## src/rtl/scan_sel_gen.sv

```systemverilog
// scan_sel_gen: round-robin select/enable sequencer for a 3-to-8 decoder.
// Walks the set bits of a latched channel mask. Each channel is preceded by an
// en-low blanking gap and is then driven for a programmable dwell time.
// Supports one-shot sweeps and continuous scanning.
module scan_sel_gen #(
  parameter int unsigned DWELL_W = 8,
  parameter int unsigned BLANK   = 2
) (
  input  logic               clk,
  input  logic               rst_n,
  input  logic               start,
  input  logic               stop,
  input  logic               mode,
  input  logic [7:0]         mask,
  input  logic [DWELL_W-1:0] dwell,
  output logic [2:0]         a,
  output logic               en,
  output logic               busy,
  output logic               done,
  output logic [7:0]         sweep_cnt
);

  localparam int unsigned BLANK_W = (BLANK > 1) ? $clog2(BLANK) : 1;
  localparam logic [BLANK_W-1:0] BLANK_LAST = BLANK_W'((BLANK > 0) ? BLANK - 1 : 0);

  typedef enum logic [1:0] {
    S_IDLE  = 2'd0,
    S_BLANK = 2'd1,
    S_DRIVE = 2'd2,
    S_DONE  = 2'd3
  } state_e;

  state_e             state_q;
  logic [2:0]         a_q;
  logic               en_q;
  logic               busy_q;
  logic               done_q;
  logic [7:0]         sweep_q;
  logic [7:0]         mask_q;
  logic               mode_q;
  logic [DWELL_W-1:0] dwell_q;
  logic [DWELL_W-1:0] cnt_q;
  logic [BLANK_W-1:0] blank_q;

  logic [2:0]         nxt_c;
  logic               wrap_c;
  logic [2:0]         low_c;

  // Next set bit strictly above cur, wrapping 7->0; returns cur if it is the only bit.
  function automatic logic [2:0] next_ch(input logic [7:0] m, input logic [2:0] cur);
    logic [2:0] r;
    logic [2:0] idx;
    logic       found;
    r     = cur;
    found = 1'b0;
    for (int i = 1; i < 8; i++) begin
      idx = cur + 3'(i);
      if (!found && m[idx]) begin
        r     = idx;
        found = 1'b1;
      end
    end
    return r;
  endfunction

  // Index of the lowest set bit (0 when the mask is empty).
  function automatic logic [2:0] low_ch(input logic [7:0] m);
    logic [2:0] r;
    r = 3'd0;
    for (int i = 7; i >= 0; i--) begin
      if (m[i]) r = 3'(i);
    end
    return r;
  endfunction

  // Channel stepping: next channel and whether moving to it closes a sweep.
  always_comb begin
    nxt_c  = next_ch(mask_q, a_q);
    wrap_c = (nxt_c <= a_q);
    low_c  = low_ch(mask);
  end

  // Sequencer state, counters and registered outputs.
  always_ff @(posedge clk or negedge rst_n) begin
    if (!rst_n) begin
      state_q <= S_IDLE;
      a_q     <= 3'd0;
      en_q    <= 1'b0;
      busy_q  <= 1'b0;
      done_q  <= 1'b0;
      sweep_q <= 8'd0;
      mask_q  <= 8'd0;
      mode_q  <= 1'b0;
      dwell_q <= DWELL_W'(1);
      cnt_q   <= '0;
      blank_q <= '0;
    end else begin
      case (state_q)
        S_IDLE: begin
          en_q   <= 1'b0;
          busy_q <= 1'b0;
          done_q <= 1'b0;
          if (start && !stop && (mask != 8'd0)) begin
            mask_q  <= mask;
            mode_q  <= mode;
            dwell_q <= (dwell == '0) ? DWELL_W'(1) : dwell;
            a_q     <= low_c;
            busy_q  <= 1'b1;
            cnt_q   <= '0;
            blank_q <= '0;
            if (BLANK == 0) begin
              state_q <= S_DRIVE;
              en_q    <= 1'b1;
            end else begin
              state_q <= S_BLANK;
            end
          end
        end

        S_BLANK: begin
          if (stop) begin
            state_q <= S_IDLE;
            en_q    <= 1'b0;
            busy_q  <= 1'b0;
            done_q  <= 1'b0;
          end else if (blank_q == BLANK_LAST) begin
            state_q <= S_DRIVE;
            en_q    <= 1'b1;
            cnt_q   <= '0;
          end else begin
            blank_q <= blank_q + BLANK_W'(1);
          end
        end

        S_DRIVE: begin
          if (stop) begin
            state_q <= S_IDLE;
            en_q    <= 1'b0;
            busy_q  <= 1'b0;
            done_q  <= 1'b0;
          end else if (cnt_q == dwell_q - DWELL_W'(1)) begin
            en_q    <= 1'b0;
            a_q     <= nxt_c;
            cnt_q   <= '0;
            blank_q <= '0;
            if (wrap_c) sweep_q <= sweep_q + 8'd1;
            if (wrap_c && !mode_q) begin
              state_q <= S_DONE;
              done_q  <= 1'b1;
              busy_q  <= 1'b0;
            end else if (BLANK == 0) begin
              state_q <= S_DRIVE;
              en_q    <= 1'b1;
            end else begin
              state_q <= S_BLANK;
            end
          end else begin
            cnt_q <= cnt_q + DWELL_W'(1);
          end
        end

        S_DONE: begin
          state_q <= S_IDLE;
          en_q    <= 1'b0;
          busy_q  <= 1'b0;
          done_q  <= 1'b0;
        end

        default: begin
          state_q <= S_IDLE;
          en_q    <= 1'b0;
          busy_q  <= 1'b0;
          done_q  <= 1'b0;
        end
      endcase
    end
  end

  assign a         = a_q;
  assign en        = en_q;
  assign busy      = busy_q;
  assign done      = done_q;
  assign sweep_cnt = sweep_q;

endmodule
```

## config.mk

```make
export PLATFORM = sky130hd
export DESIGN_NAME = scan_sel_gen
export DESIGN_NICKNAME = d
export VERILOG_FILES = /design/src/rtl/scan_sel_gen.sv
export SDC_FILE = /design/constraint.sdc
export NUM_CORES = 1
export LEC_CHECK = 0
export ABC_AREA = 1
export BUFFER_PORTS_ARGS = -buffer_cell sky130_fd_sc_hd__buf_2
export CORE_AREA = 2 2 88 90
export CTS_CLUSTER_DIAMETER = 200
export DETAILED_ROUTE_END_ITERATION = 12
export DIE_AREA = 0 0 90 92
export PLACE_DENSITY = 0.61
export SLEW_MARGIN = 10
export SYNTH_ARGS = -nofsm -noshare
export SYNTH_HDL_FRONTEND = slang
export SYNTH_SLANG_ARGS = --single-unit
```

## constraint.sdc

```tcl
create_clock -name clk -period 4.1 [get_ports clk]
set_input_delay 0.615 -clock clk [delete_from_list [all_inputs] [get_ports clk]]
set_output_delay 0.615 -clock clk [all_outputs]
set_load 0.05 [all_outputs]
```

==> flow_summary.yaml, run 1 <==
timing:
  max_clock_freq_ghz: 0.282
  min_period_over_period_pct: 86.4
  worst-slew-pin-transition_ns: 0.942
  setup_violations: 0
  period_minus_slack_ns: 3.54
  worst_slew_margin_pct: 37.2
  clock-skew-final_ns: 0.00973
  finalSetupTns_ns: 0
  drv_slew: 0
  hold_violations: 0
  rsz0062_at_grt: "no"
power_and_ir_drop:
  switching_share_pct: 54.4
  p_leak_nw: 1.83
  share_clk_of_total_power_pct: 9.0
  power_density_nw_per_um2: 819
  comb_pwr_share_pct: 67.9
  share_seq_of_total_power_pct: 23.2
  power_switching_mw: 1.58
  internal_power_mw: 1.33
  max-vdd-ir-drop_uv: 325
clock_tree:
  cts_root_buffer: "sky130_fd_sc_hd__clkbuf_8"
  clock_tree_from_tritoncts: "yes"
  cts_repair_resize_count: 0
  cts_setup_buffers: 0
  numClockSinks: 42
  cts_max_level: 2
  clock_pin_slew_on_the_worst_setup_and_hold_paths_ns: 0.08
  hold_buffers: 0
  cts_max_path_buffers: 2
  numCtsBuffers: 5
  clock_latency_late_sink_ns: 0.30
logic_synthesis:
  synth_adder_area_share_pct: 3.12
  synth.area.top_cells: "sky130_fd_sc_hd__dfrtp_1, sky130_fd_sc_hd__nand2_1, sky130_fd_sc_hd__inv_1"
  muxShareOfSynthArea_pct: 0.351
  yosys_warnings: 0
  xor_xnor_share_of_the_synthesized_area_pct: 6.51
  synthesis.nets: 475
  avgSynthCellArea_um2: 7.19
  ys_seq_elements: 42
  synth-main-ff-cell: "sky130_fd_sc_hd__dfrtp_1"
  postSynthCellCount: 446
  synth.distinct_cells: 44
  yosysTopAreaCellShare_pct: 32.0
  synth_edf_count: 0
  yosysSeqAreaShare_pct: 32.8
  synth.largest_area_cell: "sky130_fd_sc_hd__dfrtp_1"
  synth_compound_area_share_pct: 7.84
  dominant_combinational_cell_family_by_area_after_synthesis: "simple AND/OR/NAND/NOR gates"
  synthesized_area_fraction_occupied_by_and_or_nand_nor_cells_pct: 40.9
  fraction_of_synthesis_flops_using_an_asynchronous_set_or_reset_pin_pct: 100
  synth.cell_area_um2: 3210
min_path:
  hold_path_class: "in2async"
layout:
  filler_cell_count: 780
  final_net_count: 512
  layout.cell_area.non_filler_um2: 3550
  insertedDiodeCount: 0
  layout_commonest_cell: "sky130_fd_sc_hd__nand2_1"
  drive_gt1_share_pct: 18.8
  non_filler_cells_in_the_finished_layout: 586
  area_growth_pct: 10.8
  most-common-layout-cells: "sky130_fd_sc_hd__nand2_1, sky130_fd_sc_hd__inv_1, sky130_fd_sc_hd__dfrtp_1, sky130_fd_sc_hd__nand3_1, sky130_fd_sc_hd__buf_2"
global_routing:
  grt-busiest-layer: "met2"
  grt_max_degree: 43
  met2_usage_pct: 30.5
  met3_usage_grt_pct: 3.37
  grtUsageMet1_pct: 27.0
  global_route_wire_length_before_repair_um: 13100
  global_route.usage.total_pct: 19.5
  antenna_found_initial: 0
  first_global_vias: 2852
  grt-ovfl-total: 0
worst_setup_path:
  r2r-end: "busy$_DFFE_PN0P_"
  crit-reg2reg-launch: "a[0]$_DFFE_PN0P_"
  critPathLaunchType: "flip-flop"
  critical_path_destination: "busy$_DFFE_PN0P_"
  worst_setup_path_end_kind: "flip-flop"
  ff2ff_path_depth: 25
  critical_path_required_ns: 4.33
  cp_max_fo: 13
  timing.critical_path.arrival_ns: 3.77
  r2r_setup_slack_ns: 0.56
  timing.critical_path.from: "a[0]$_DFFE_PN0P_"
  timing.setup.critical_path_class: "reg2reg"
die:
  cell_rows: 32
  die_area_um2: 8280
  fp.dieH_um: 92
  core_area_um2: 7450
  ports: 35
  floorplan.die.width_um: 90
  initial_utilization_pct: 43.1
placed_design:
  dp_cells: 578
  io_buffer_count: 34
  placed_cell_area_um2: 3470
  gp_congestion: 0.983
  dpl.hpwl_um: 5850
run:
  drv_cap: 0
detailed_routing:
  drt_first_pass_iters: 4
  vias_per_cell: 4.91
  drcViolationCount: 0
  detail_route.wl_per_cell_um: 12.6
  post_route_ant_nets: 0
  detailroute.via_count: 2879
  initialDrtViolationCount: 140
  totalWireLength_um: 7400
run_status:
  status: "finished clean"
-- synthesized netlist by cell type, drive strengths merged, types with 4 or more instances --
cell type    n
nand4        4
o21ai       28
nor2        37
ha           8
xor2        15
nand2      153
nand3       47
inv         56
xnor2        8
dfrtp       41
nor3        14
a21oi       10
buf          4
-- flip-flops by register name, summed over array words and instances, names as in the netlist --
register / cells
blank_q: 1
sweep_cnt: 8
mode_q: 1
state_q: 2
dwell_q: 8
a: 3
done: 1
cnt_q: 8
mask_q: 8
busy: 1
en: 1
-- cell families (layout without fill, tap and decap cells) --
| kind of cell | Yosys count | count (layout) |
|---|---|---|
| DFF | 42 | 42 |
| AOI/OAI and AO/OA | 46 | 46 |
| and+or+nand+nor | 263 | 263 |
| adders and majority gates | 8 | 8 |
| buffers and inverters | 63 | 101 |
| muxes | 1 | 1 |
| xor gates and xnor gates | 23 | 23 |
-- area by class of cell --
type / instances / area [um2] / share of cell area [%]
Sequential cell: 42 / 1050 / 29.6
Clock buffer: 6 / 72.6 / 2.04
Timing Repair Buffer: 37 / 193 / 5.42
Tap cell: 102 / 128 / 3.59
Clock inverter: 2 / 10.0 / 0.282
Inverter: 56 / 215 / 6.06
Multi-Input combinational cell: 341 / 1880 / 53.0
-- power groups by stage --
stage	clock network, mW	logic (mW)	registers [mW]
2_1_floorplan	0	1.58	0.704
5_1_grt	0.288	2.29	0.692
6_report	0.261	1.98	0.675
3_3_place_gp	0	1.96	0.680
4_1_cts	0.270	1.98	0.676
3_5_place_dp	0	1.97	0.682
-- stage by stage --
step	hold WS, ns	utilization, %	worst slack [ns]	total power [mW]
4_1_cts	0.499	47.7	0.562	2.93
6_report	0.458	47.7	0.559	2.91
3_3_place_gp	0.482	46.6	0.606	2.64
5_1_grt	0.538	47.7	0.0493	3.27
3_5_place_dp	0.489	46.6	0.576	2.66
2_1_floorplan	0.319	-	0.345	2.28
-- worst min-delay path by stage --
stage,slack [ns],cells after the start,end
2_1_floorplan,0.32,0,a[0]$_DFFE_PN0P_
3_3_place_gp,0.48,2,dwell_q[7]$_DFFE_PN0P_
3_5_place_dp,0.49,2,dwell_q[7]$_DFFE_PN0P_
4_1_cts,0.50,1,cnt_q[4]$_DFFE_PN0P_
5_1_grt,0.54,1,sweep_cnt[7]$_DFFE_PN0P_
6_report,0.46,1,cnt_q[4]$_DFFE_PN0P_
-- layer usage --
metal,routed length (um),up-vias,part of all wire [%]
met5,0,-,0
met4,95,0,1.3
met3,348,11,4.7
met2,3220,67,44
met1,3740,1299,50
li1,-,1502,-
-- critical path, cell delays in order, from the launching register on --
cell,delay (ns)
sky130_fd_sc_hd__dfrtp_1,0.42
sky130_fd_sc_hd__inv_6,0.10
sky130_fd_sc_hd__ha_1,0.39
sky130_fd_sc_hd__inv_1,0.21
sky130_fd_sc_hd__nand3_1,0.15
sky130_fd_sc_hd__nand3_2,0.11
sky130_fd_sc_hd__nand2_4,0.09
sky130_fd_sc_hd__inv_1,0.11
sky130_fd_sc_hd__nand3_1,0.12
sky130_fd_sc_hd__nand2_1,0.09
sky130_fd_sc_hd__inv_1,0.04
sky130_fd_sc_hd__nand2_1,0.07
sky130_fd_sc_hd__nand3_1,0.07
sky130_fd_sc_hd__nand2_1,0.08
sky130_fd_sc_hd__nand2_1,0.04
sky130_fd_sc_hd__nand2_1,0.07
sky130_fd_sc_hd__inv_1,0.04
sky130_fd_sc_hd__ha_1,0.26
sky130_fd_sc_hd__nand2_1,0.05
sky130_fd_sc_hd__o21ai_0,0.12
sky130_fd_sc_hd__o21ai_0,0.17
sky130_fd_sc_hd__inv_1,0.09
sky130_fd_sc_hd__nor2_1,0.06
sky130_fd_sc_hd__o311ai_1,0.36
sky130_fd_sc_hd__nand2_1,0.09
sky130_fd_sc_hd__nand2_1,0.07
No activity file was read; power rests on OpenSTA's default activity.
==> run 2, diff against run 1 <==
- BUFFER_PORTS_ARGS: -buffer_cell sky130_fd_sc_hd__buf_2 -> -buffer_cell sky130_fd_sc_hd__buf_4
- CORE_AREA: 2 2 88 90 -> 8 8 94 96
- DIE_AREA: 0 0 90 92 -> 0 0 102 104
==> run 2 against run 1 <==
Register-to-register slack worse by 0.04 ns. Count of clock-buffer cells in the layout decreased by 1. Sequential power about the same. Utilization increased by 1.5 points. Die area grew 28%. Routed wire length rose by 6.5%. Global-route usage down 3.8 points. Via count up 1.4%. First-iteration DRC count up 5.0%. Flip-flop and latch count stayed put. Cell area rose by 3.2%. Clock power is 28% higher.
==> flow_summary.yaml, run 2 (same netlist as run 1, synthesis figures left out) <==
global_routing:
  antenna_found_initial: 0
  global_route.usage.total_pct: 15.7
  grt-ovfl-total: 0
  grtUsageMet1_pct: 21.5
  global_route_wire_length_before_repair_um: 13700
  first_global_vias: 2917
  grt-busiest-layer: "met2"
  met2_usage_pct: 24.0
  grt_max_degree: 43
  met3_usage_grt_pct: 3.48
die:
  initial_utilization_pct: 43.1
  floorplan.die.width_um: 102
  fp.dieH_um: 104
  core_area_um2: 7450
  ports: 35
  die_area_um2: 10600
  cell_rows: 32
layout:
  layout.cell_area.non_filler_um2: 3670
  most-common-layout-cells: "sky130_fd_sc_hd__nand2_1, sky130_fd_sc_hd__inv_1, sky130_fd_sc_hd__dfrtp_1, sky130_fd_sc_hd__buf_4, sky130_fd_sc_hd__nand3_1"
  filler_cell_count: 764
  area_growth_pct: 14.4
  area.sequential_um2: 1050
  multiInputGateArea_um2: 1880
  final_net_count: 512
  insertedDiodeCount: 0
  final_util_pct: 49.3
  drive_gt1_share_pct: 19.0
  layout_commonest_cell: "sky130_fd_sc_hd__nand2_1"
min_path:
  hold_path_class: "in2async"
clock_tree:
  cts_max_path_buffers: 2
  cts_max_level: 2
  cts_root_buffer: "sky130_fd_sc_hd__clkbuf_8"
  clock_latency_late_sink_ns: 0.30
  clock_pin_slew_on_the_worst_setup_and_hold_paths_ns: 0.09
  hold_buffers: 0
  cts_repair_resize_count: 0
  cts_setup_buffers: 0
  clock_tree_from_tritoncts: "yes"
  numClockSinks: 42
  numCtsBuffers: 5
timing:
  worst-slew-pin-transition_ns: 0.569
  min_period_over_period_pct: 87.3
  max_clock_freq_ghz: 0.279
  setup_violations: 0
  rsz0062_at_grt: "no"
  period_minus_slack_ns: 3.58
  drv_slew: 0
  finalSetupTns_ns: 0
  setup_slack_ns: 0.519
  hold_ws_ns: 0.293
  hold_violations: 0
  worst_slew_margin_pct: 62.1
  clock-skew-final_ns: 0.00958
worst_setup_path:
  r2r-end: "sweep_cnt[4]$_DFFE_PN0P_"
  crit-reg2reg-launch: "a[1]$_DFFE_PN0P_"
  critical_path_required_ns: 4.29
  critPathLaunchType: "flip-flop"
  worst_setup_path_end_kind: "flip-flop"
  cp_max_fo: 9
  r2r_setup_slack_ns: 0.52
  ff2ff_path_depth: 21
  timing.critical_path.arrival_ns: 3.77
  timing.setup.critical_path_class: "reg2reg"
run:
  drv_cap: 0
detailed_routing:
  detailroute.via_count: 2918
  totalWireLength_um: 7880
  vias_per_cell: 4.98
  drcViolationCount: 0
  initialDrtViolationCount: 147
  post_route_ant_nets: 0
  drt_first_pass_iters: 5
  detail_route.wl_per_cell_um: 13.4
power_and_ir_drop:
  max-vdd-ir-drop_uv: 279
  p_leak_nw: 1.86
  power_density_nw_per_um2: 824
placed_design:
  placed_cell_area_um2: 3560
  gp_congestion: 0.958
  post-place-ws_ns: 0.558
  io_buffer_count: 34
  dpl.hpwl_um: 6280
run_status:
  status: "finished clean"
run 2: critical path, cell delays in order, from the launching register on:
cell and delay [ns]:
sky130_fd_sc_hd__dfrtp_1 0.39, sky130_fd_sc_hd__inv_2 0.18, sky130_fd_sc_hd__ha_1 0.34, sky130_fd_sc_hd__inv_1 0.22
sky130_fd_sc_hd__nand3_1 0.16, sky130_fd_sc_hd__nand3_2 0.12, sky130_fd_sc_hd__nand2_4 0.10, sky130_fd_sc_hd__nor2_8 0.14
sky130_fd_sc_hd__nand4_1 0.19, sky130_fd_sc_hd__nor2_1 0.15, sky130_fd_sc_hd__nor2_1 0.05, sky130_fd_sc_hd__nand2_1 0.05
sky130_fd_sc_hd__nand2_1 0.04, sky130_fd_sc_hd__nand2_1 0.08, sky130_fd_sc_hd__inv_1 0.05, sky130_fd_sc_hd__ha_1 0.26
sky130_fd_sc_hd__nand2_1 0.05, sky130_fd_sc_hd__o21ai_0 0.31, sky130_fd_sc_hd__nand3_2 0.18, sky130_fd_sc_hd__nor2_2 0.16
sky130_fd_sc_hd__nand3_1 0.10, sky130_fd_sc_hd__xnor2_1 0.14
run 2: how the worst max path moves through the flow:
stage                     startpoint                        to  depth (start not counted)  slack [ns]
floorplan           a[0]$_DFFE_PN0P_  sweep_cnt[4]$_DFFE_PN0P_                         23        0.35
global placement    a[0]$_DFFE_PN0P_          done$_DFFE_PN0P_                         23        0.61
detailed placement  a[0]$_DFFE_PN0P_  sweep_cnt[4]$_DFFE_PN0P_                         21        0.56
CTS                 a[1]$_DFFE_PN0P_  sweep_cnt[4]$_DFFE_PN0P_                         21        0.53
global route        a[1]$_DFFE_PN0P_  sweep_cnt[4]$_DFFE_PN0P_                         21        0.09
finish              a[1]$_DFFE_PN0P_  sweep_cnt[4]$_DFFE_PN0P_                         21        0.52
run 2: through the flow:
step           total power [mW]  cells
6_report                   3.02    586
5_1_grt                    3.35    586
4_1_cts                    3.03    586
3_5_place_dp               2.69    578
3_3_place_gp               2.67    578
2_1_floorplan              2.28    446
run 2: power by group:
| part | internal, mW | total [mW] | leakage, nW | switching (mW) |
|---|---|---|---|---|
| Sequential | 0.536 | 0.677 | 0.546 | 0.141 |
| Combinational | 0.689 | 2.01 | 1.25 | 1.32 |
| Clock | 0.183 | 0.334 | 0.0585 | 0.151 |
| Total | 1.41 | 3.02 | 1.86 | 1.61 |
run 2: cell type report:
cell class	instances	share of cell area (%)
Timing Repair Buffer	37	7.57
Sequential cell	42	28.7
Tap cell	102	3.48
Inverter	56	5.87
Multi-Input combinational cell	341	51.3
Clock buffer	5	1.88
Clock inverter	3	1.19
run 2: metal layers:
layer  routed length [um]  part of all wire, %
met1                 3840                   49
met2                 3500                   44
met3                  443                  5.6
met4                   99                  1.3
met5                    0                    0
==> run 3, diff against run 2 <==
- MAX_ROUTING_LAYER: not set -> met4
==> run 3 against run 2 <==
Final cell count unchanged. Combinational power is essentially flat. Cell area decreased by 0.41%. Clock skew down 0.0019 ns. Clock power down 17%. Die area stayed put. Hold slack got worse by 0.014 ns. Highest routed layer unchanged.
==> flow_summary.yaml, run 3 (same netlist as run 1, synthesis figures left out) <==
run_status:
  status: "finished clean"
die:
  die_area_um2: 10600
  fp.dieH_um: 104
  initial_utilization_pct: 43.1
  core_area_um2: 7450
  cell_rows: 32
  ports: 35
  floorplan.die.width_um: 102
detailed_routing:
  drt_first_pass_iters: 4
  initialDrtViolationCount: 137
  routed-wl-met2_um: 3260
  top_signal_layer_used: "met4"
  totalWireLength_um: 7710
  vias_per_cell: 4.91
  post_route_ant_nets: 0
  detail_route.wl_per_cell_um: 13.2
  detailroute.via_count: 2875
  drcViolationCount: 0
  dr_wl_met3_um: 332
  wl_met1_um: 4030
worst_setup_path:
  timing.critical_path.arrival_ns: 3.71
  timing.critical_path.cells: "inv_6, ha_1, inv_1, nand3_1, nand2_1, nand2_1, nand2_2, nand4_1, nor2_1, nor2_1, nand2_1, nand2_1, nand2_1, inv_1, ha_1, nand2_1, o21ai_0, nand3_2, nor2_2, nand3_1, xnor2_1"
  cp_max_fo: 13
  critPathLaunchType: "flip-flop"
  slowest_stage: "sky130_fd_sc_hd__dfrtp_1"
  cell_family_with_most_cp_delay: "simple AND/OR/NAND/NOR gates"
  critical_path_buf_inv_count: 3
  critical-path-max-stage-delay_ns: 0.42
  worst_setup_path_end_kind: "flip-flop"
  timing.setup.critical_path_class: "reg2reg"
  critical_path_required_ns: 4.28
  crit_top_cell: "sky130_fd_sc_hd__nand2_1"
global_routing:
  grt-ovfl-total: 0
  antenna_found_initial: 0
  global_route.usage.total_pct: 16.1
  grt_max_degree: 43
  first_global_vias: 2844
  global_route_wire_length_before_repair_um: 13600
timing:
  hold_violations: 0
  min_period_over_period_pct: 86.0
  finalSetupTns_ns: 0
  max_clock_freq_ghz: 0.284
  period_minus_slack_ns: 3.52
  rsz0062_at_grt: "no"
  worst-slew-pin-transition_ns: 0.561
  drv_slew: 0
  worst_slew_margin_pct: 62.5
  setup_violations: 0
  clock-skew-final_ns: 0.00772
clock_tree:
  cts_max_level: 2
  cts_max_path_buffers: 2
  numCtsBuffers: 5
  cts_repair_resize_count: 0
  clock_latency_late_sink_ns: 0.30
  clock_tree_from_tritoncts: "yes"
  cts_root_buffer: "sky130_fd_sc_hd__clkbuf_8"
  clock_pin_slew_on_the_worst_setup_and_hold_paths_ns: 0.08
  cts_setup_buffers: 0
  numClockSinks: 42
  hold_buffers: 0
placed_design:
  gp_congestion: 0.941
  io_buffer_count: 34
  dpl.hpwl_um: 6210
layout:
  insertedDiodeCount: 0
  final_util_pct: 49.1
  area_growth_pct: 13.9
  drive_gt1_share_pct: 18.8
  final_net_count: 512
  most-common-layout-cells: "sky130_fd_sc_hd__nand2_1, sky130_fd_sc_hd__inv_1, sky130_fd_sc_hd__dfrtp_1, sky130_fd_sc_hd__buf_4, sky130_fd_sc_hd__nand3_1"
  layout_commonest_cell: "sky130_fd_sc_hd__nand2_1"
run:
  drv_cap: 0
power_and_ir_drop:
  max-vdd-ir-drop_uv: 258
  power_density_nw_per_um2: 807
  post_layout_power_mw: 2.95
  p_leak_nw: 1.85
min_path:
  hold_path_class: "in2async"
## run 3: changes by cell type in the layout (fill, tap and decap cells not counted)
cell                        before  now
sky130_fd_sc_hd__clkbuf_1        0    2
sky130_fd_sc_hd__clkbuf_8        5    6
sky130_fd_sc_hd__o311ai_1        1    0
sky130_fd_sc_hd__inv_6           2    1
sky130_fd_sc_hd__o311ai_2        0    1
sky130_fd_sc_hd__clkinv_2        1    0
sky130_fd_sc_hd__bufinv_16       1    0
## run 3: layout make-up
cell class,count,area (um2)
Multi-Input combinational cell,341,1890
Fill cell,792,3790
Inverter,56,215
Tap cell,102,128
Timing Repair Buffer,37,278
Clock buffer,8,90.1
Sequential cell,42,1050
## run 3: worst paths after layout
path                                             to              from  slack [ns]  cells after the start
max                        sweep_cnt[4]$_DFFE_PN0P_  a[0]$_DFFE_PN0P_        0.58                     21
min                            cnt_q[5]$_DFFE_PN0P_             rst_n        0.28                      1
max reg2reg                sweep_cnt[4]$_DFFE_PN0P_  a[0]$_DFFE_PN0P_        0.58                     21
min reg2reg                        done$_DFFE_PN0P_  done$_DFFE_PN0P_        0.48                      2
max in group asynchronous    dwell_q[6]$_DFFE_PN0P_             rst_n        3.43                      1
min in group clk                   done$_DFFE_PN0P_  done$_DFFE_PN0P_        0.48                      2
## run 3: worst reg2reg max path: stages, from the launching register on
cell and delay, ns:
sky130_fd_sc_hd__dfrtp_1 0.42, sky130_fd_sc_hd__inv_6 0.10, sky130_fd_sc_hd__ha_1 0.40, sky130_fd_sc_hd__inv_1 0.22
sky130_fd_sc_hd__nand3_1 0.16, sky130_fd_sc_hd__nand2_1 0.12, sky130_fd_sc_hd__nand2_1 0.07, sky130_fd_sc_hd__nand2_2 0.13
sky130_fd_sc_hd__nand4_1 0.19, sky130_fd_sc_hd__nor2_1 0.14, sky130_fd_sc_hd__nor2_1 0.05, sky130_fd_sc_hd__nand2_1 0.05
sky130_fd_sc_hd__nand2_1 0.04, sky130_fd_sc_hd__nand2_1 0.07, sky130_fd_sc_hd__inv_1 0.04, sky130_fd_sc_hd__ha_1 0.26
sky130_fd_sc_hd__nand2_1 0.05, sky130_fd_sc_hd__o21ai_0 0.30, sky130_fd_sc_hd__nand3_2 0.18, sky130_fd_sc_hd__nor2_2 0.17
sky130_fd_sc_hd__nand3_1 0.11, sky130_fd_sc_hd__xnor2_1 0.14
## run 3: where the power goes
| group | total (mW) | switching [mW] | internal, mW |
|---|---|---|---|
| clock | 0.277 | 0.139 | 0.137 |
| sequential | 0.676 | 0.140 | 0.536 |
| combinational | 2.00 | 1.30 | 0.692 |
## run 3: metal layers
layer,track usage (%),vias to the layer above
met5,-,-
met4,3.57,0
met3,3.15,12
met2,22.4,51
met1,23.1,1307
li1,-,1505
## run 3: stage by stage
stage	std cells	hold slack (ns)	worst slack [ns]	area, um2
floorplan	446	0.319	0.345	3210
global placement	578	0.482	0.518	3560
detailed placement	578	0.465	0.513	3560
CTS	586	0.315	0.515	3650
global route	586	0.338	0.0527	3650
finish	586	0.279	0.576	3650
